--- src/rtl/sum_accum.sv ---
// Accumulates a fixed number of unsigned adder sums per run and flags overflow.
// Define SUM_ACCUM_SAT_EN to clamp acc on overflow; otherwise acc wraps.
module sum_accum #(
  parameter int N     = 4,
  parameter int CNT_W = 4,
  parameter int ACC_W = 12
) (
  input  logic             clk,
  input  logic             rst,
  input  logic [N:0]       s,
  input  logic             s_valid,
  output logic             s_ready,
  input  logic             start,
  input  logic [CNT_W-1:0] len,
  output logic [ACC_W-1:0] acc,
  output logic             acc_valid,
  output logic             busy,
  output logic             ovf
);

  typedef enum logic [1:0] {IDLE, ACCUM, DONE} state_t;

  state_t           state_reg, state_next;
  logic [ACC_W-1:0] acc_reg, acc_next;
  logic [CNT_W-1:0] cnt_reg, cnt_next;
  logic             ovf_reg, ovf_next;
  logic [ACC_W:0]   s_ext;
  logic [ACC_W:0]   sum_full;

  always_ff @(posedge clk or posedge rst) begin
    if (rst) begin
      state_reg <= IDLE;
      acc_reg   <= '0;
      cnt_reg   <= '0;
      ovf_reg   <= 1'b0;
    end else begin
      state_reg <= state_next;
      acc_reg   <= acc_next;
      cnt_reg   <= cnt_next;
      ovf_reg   <= ovf_next;
    end
  end

  // One extra bit on the adder exposes the carry out of the accumulator.
  always_comb begin
    s_ext      = '0;
    s_ext[N:0] = s;
    sum_full   = {1'b0, acc_reg} + s_ext;
  end

  always_comb begin
    state_next = state_reg;
    acc_next   = acc_reg;
    cnt_next   = cnt_reg;
    ovf_next   = ovf_reg;
    case (state_reg)
      IDLE: begin
        if (start) begin
          acc_next   = '0;
          ovf_next   = 1'b0;
          cnt_next   = len;
          state_next = ACCUM;
        end
      end
      ACCUM: begin
        if (s_valid) begin
          cnt_next = cnt_reg - CNT_W'(1);
          if (sum_full[ACC_W]) begin
            ovf_next = 1'b1;
`ifdef SUM_ACCUM_SAT_EN
            acc_next = '1;
`else
            acc_next = sum_full[ACC_W-1:0];
`endif
          end else begin
            acc_next = sum_full[ACC_W-1:0];
          end
          // A counter loaded with 0 wraps through 2^CNT_W-1 and so runs a full 2^CNT_W samples.
          if (cnt_reg == CNT_W'(1)) begin
            state_next = DONE;
          end
        end
      end
      DONE: begin
        state_next = IDLE;
      end
      default: begin
        state_next = IDLE;
      end
    endcase
  end

  assign s_ready   = (state_reg == ACCUM);
  assign busy      = (state_reg != IDLE);
  assign acc_valid = (state_reg == DONE);
  assign acc       = acc_reg;
  assign ovf       = ovf_reg;

endmodule

--- config.mk ---
export PLATFORM = sky130hd
export DESIGN_NAME = sum_accum
export DESIGN_NICKNAME = d
export VERILOG_FILES = /design/src/rtl/sum_accum.sv
export SDC_FILE = /design/constraint.sdc
export NUM_CORES = 1
export LEC_CHECK = 0
export CELL_PAD_IN_SITES_DETAIL_PLACEMENT = 0
export CELL_PAD_IN_SITES_GLOBAL_PLACEMENT = 2
export CORE_UTILIZATION = 33
export CTS_BUF_LIST = sky130_fd_sc_hd__clkbuf_2
export DETAILED_ROUTE_END_ITERATION = 6
export PLACE_DENSITY = 0.93
export SLEW_MARGIN = 20
export SYNTH_ARGS = -nofsm -noshare
export SYNTH_HDL_FRONTEND = slang
export SYNTH_SLANG_ARGS = --single-unit
--- constraint.sdc ---
create_clock -name clk -period 5.5 [get_ports clk]
set_input_delay 1.1 -clock clk [delete_from_list [all_inputs] [get_ports clk]]
set_output_delay 1.1 -clock clk [all_outputs]
set_load 0.01 [all_outputs]
==> run_results.csv <==
group,metric,value,unit
placed_design,dp_worst_setup_slack,2370,ps
detailed_routing,wirelength,2.57,mm
worst_setup_path,chain_of_cells_forming_the_critical_path,"nand2b_1 -> inv_2 -> clkdlybuf4s50_1",
timing,unrepaired_setup_endpoints_after_global_routing,"false",
cts,cts_htree_levels,1,
global_route,initial_antenna_violation_count,0,
placed_design,detailedPlacementHpwl,1.93,mm
layout,drive_above_1_share,9.46,%
timing,finalMaxSlewViolations,0,
worst_setup_path,setup.worst_path.start_class,"flop",
synth,async_flop_share,100,%
layout,final_cell_area,1520,µm²
cts,worstSkewPairLatency,310,ps
layout,largest_register_ff_count,12,
worst_setup_path,cp_max_fo,10,
detailed_routing,route.antenna.remaining_nets,0,
die,initial_util,35.1,%
layout,antenna_diode_count,0,
worst_setup_path,worstSetupPathType,"flop to output pin",
detailed_routing,drt_drc_violations_left,0,
synth,netlist_instances,120,
layout,area_growth,28.0,%
synth,yosys_most_used_dff,"sky130_fd_sc_hd__dfrtp_1",
min_path,hold_path_startpoint,"ovf",
detailed_routing,drt-wirelength-per-cell,13.2,µm
cts,cts_root_buffer,"sky130_fd_sc_hd__clkbuf_2",
pwr,leakagePower,0.654,nW
layout,final_cell_mix,"sky130_fd_sc_hd__clkdlybuf4s50_1, sky130_fd_sc_hd__dfrtp_1, sky130_fd_sc_hd__nand2_1",
detailed_routing,total_iterations_of_the_first_detailed_routing_run,4,
synth,seq_area_frac_synth,40.0,%
synth,yosys-mux-area-fraction,4.21,%
worst_setup_path,arrival,1810,ps
detailed_routing,routed_via_density,5.03,
min_path,worstHoldPathType,"flop to flop",
synth,synth_top_family_by_area,"compound AO/OA/AOI/OAI gates",
synth,synth_top_cell_by_area,"sky130_fd_sc_hd__dfrtp_1",
synth,synth_enable_flop_cells,0,
timing,max_slew_margin,50.0,%
timing,timing.clock.skew,7.81,ps
status,status,"complete, no violations",
die,chip_width,62.0,µm
synth,post_synth_fa_ha_maj_area_fraction,9.05,%
global_route,grt_pass1_vias,881,
placed_design,placer_congestion_estimate,0.860,
placed_design,dpl_cell_area,1500,µm²
min_path,whs_endpoint,"ovf",
synth,synthSimpleGateAreaFrac,18.8,%
cts,hold_buffers,0,
pwr,power.density,433,nW/µm²
die,core.rowCount,21,
synth,synth_compound_area_share,22.4,%
worst_setup_path,worst-r2r-setup-slack,3470,ps
synth,syn-mean-instance-area,9.91,µm²
worst_setup_path,max_stage_delay,540,ps
detailed_routing,drt_iter0_drc,28,
cts,ctsResizeCount,0,
timing,final_min_period,2910,ps
cts,cts_buffer_depth,2,
worst_setup_path,crit_buf_inv,2,
global_route,global_route.overflow_total,0,
die,floorplan.die.height,62.0,µm
timing,worst_slew_pin_slew,749,ps
cts,path_clk_slew,190,ps
timing,fmax,0.344,GHz
die,placeableCoreArea,3390,µm²
pwr,power.total,659,µW
layout,fin_util,44.9,%
synth,ys_seq_elements,19,
timing,report.final.setup_viol,0,
die,design.portCount,29,
synth,synth_cell_types,48,
worst_setup_path,crit_required,4400,ps
synth,netlist.area_leader.share,40.0,%
global_route,aggregate_global_route_resource_usage,14.7,%
synth,synth_xor_area_share,1.47,%
synth,synth.cell_area,1190,µm²
cts,cts_buffers,3,
layout,fill_cell_instance_count_of_the_final_layout,334,
worst_setup_path,critical_path_s_slowest_cell,"sky130_fd_sc_hd__clkdlybuf4s50_1",
worst_setup_path,timing.rr.end,"acc[10]",
timing,worst_slack,2590,ps
global_route,grt_first_pass_wirelength,4.04,mm
timing,finalHoldViolations,0,
cts,cts_tree,"done",
cts,post-cts-setup-buffers,0,
worst_setup_path,path_delay_family,"buffers and inverters",
timing,setup_tns,0,ps
run,drv.max_cap_violation_count,0,
pwr,irDropWorstVdd,0.000151,V
synth,ys_warn_count,0,
worst_setup_path,endpoint_kind,"output pin",
global_route,grt_start_max_net_pins,20,
worst_setup_path,reg2reg_from,"acc[0]",
die,die-area,3850,µm²
synth,synth_fp_nets,141,
detailed_routing,dr_total_vias,976,
layout,mostFrequentLayoutCell,"sky130_fd_sc_hd__clkdlybuf4s50_1",
timing,fin_crit_sh,52.9,%
cts,cts.sinks,19,
min_path,min_delay_path_depth,2,
worst_setup_path,timing.reg2reg.worst_path_depth,6,
synth,synthTopCellsByArea,"sky130_fd_sc_hd__dfrtp_1, sky130_fd_sc_hd__ha_1, sky130_fd_sc_hd__mux2i_1",
placed_design,number_of_buffers_inserted_by_port_buffering,28,
layout,finish.net_count,170,
cell type report:
| class | instances | area, µm² | area share [%] |
|---|---|---|---|
| multi-input combinational | 91 | 666 | 43.7 |
| timing repair buffer | 28 | 280 | 18.4 |
| inverter | 6 | 22.5 | 1.48 |
| tap | 46 | 57.6 | 3.78 |
| clock buffer | 4 | 20.0 | 1.32 |
| sequential | 19 | 475 | 31.2 |
logic make-up after synthesis:
group,after synthesis
adder cells (fa/ha/maj),8
buffers and inverters,10
multiplexers,5
XOR/XNOR,2
AO/OA/AOI/OAI,37
AND/OR/NAND/NOR,39
flip-flops,19
routing by layer:
layer	up-vias	global-route usage, %	share of wire, %
li1	496	-	-
met1	456	19.9	50
met2	20	21.9	45
met3	4	2.69	2.5
met4	0	8.57	1.9
met5	-	0	0
power breakdown:
part | total (mW) | leakage (nW) | internal [mW] | switching [mW]
Combinational | 0.361 | 0.394 | 0.176 | 0.185
Sequential | 0.234 | 0.243 | 0.185 | 0.0493
Clock | 0.0636 | 0.0166 | 0.0193 | 0.0443
how the worst max path moves through the flow:
stage / start / endpoint / slack [ps] / depth (start not counted)
5_1_grt: state_reg[1] / s_ready / 2490 / 3
6_report: state_reg[1] / s_ready / 2590 / 3
3_5_place_dp: s[0] / acc[10] / 2370 / 7
3_3_place_gp: s[0] / acc[10] / 2390 / 7
4_1_cts: state_reg[1] / s_ready / 2560 / 3
2_1_floorplan: s[0] / acc[10] / 2910 / 6
cell usage after synthesis, types with 3 or more instances:
| cell type | instances |
|---|---|
| sky130_fd_sc_hd__dfrtp_1 | 19 |
| sky130_fd_sc_hd__nand2_1 | 12 |
| sky130_fd_sc_hd__ha_1 | 7 |
| sky130_fd_sc_hd__o21ai_1 | 7 |
| sky130_fd_sc_hd__a21oi_1 | 6 |
| sky130_fd_sc_hd__inv_1 | 5 |
| sky130_fd_sc_hd__mux2i_1 | 5 |
| sky130_fd_sc_hd__nor2_1 | 4 |
| sky130_fd_sc_hd__o21ai_0 | 4 |
| sky130_fd_sc_hd__a31oi_1 | 3 |
worst min-delay path, cell delays in order (launching register included):
cell                      delay (ps)
sky130_fd_sc_hd__dfrtp_1         390
sky130_fd_sc_hd__nand2_1          50
sky130_fd_sc_hd__o21ai_1          60
per-stage QoR:
stage / std cells / hold WS, ps
final: 194 / 522
after global routing: 194 / 557
after CTS: 194 / 520
after detailed placement: 190 / 497
after global placement: 190 / 475
after floorplan: 120 / 452
Note: power is estimated with default switching activity, not from simulation.
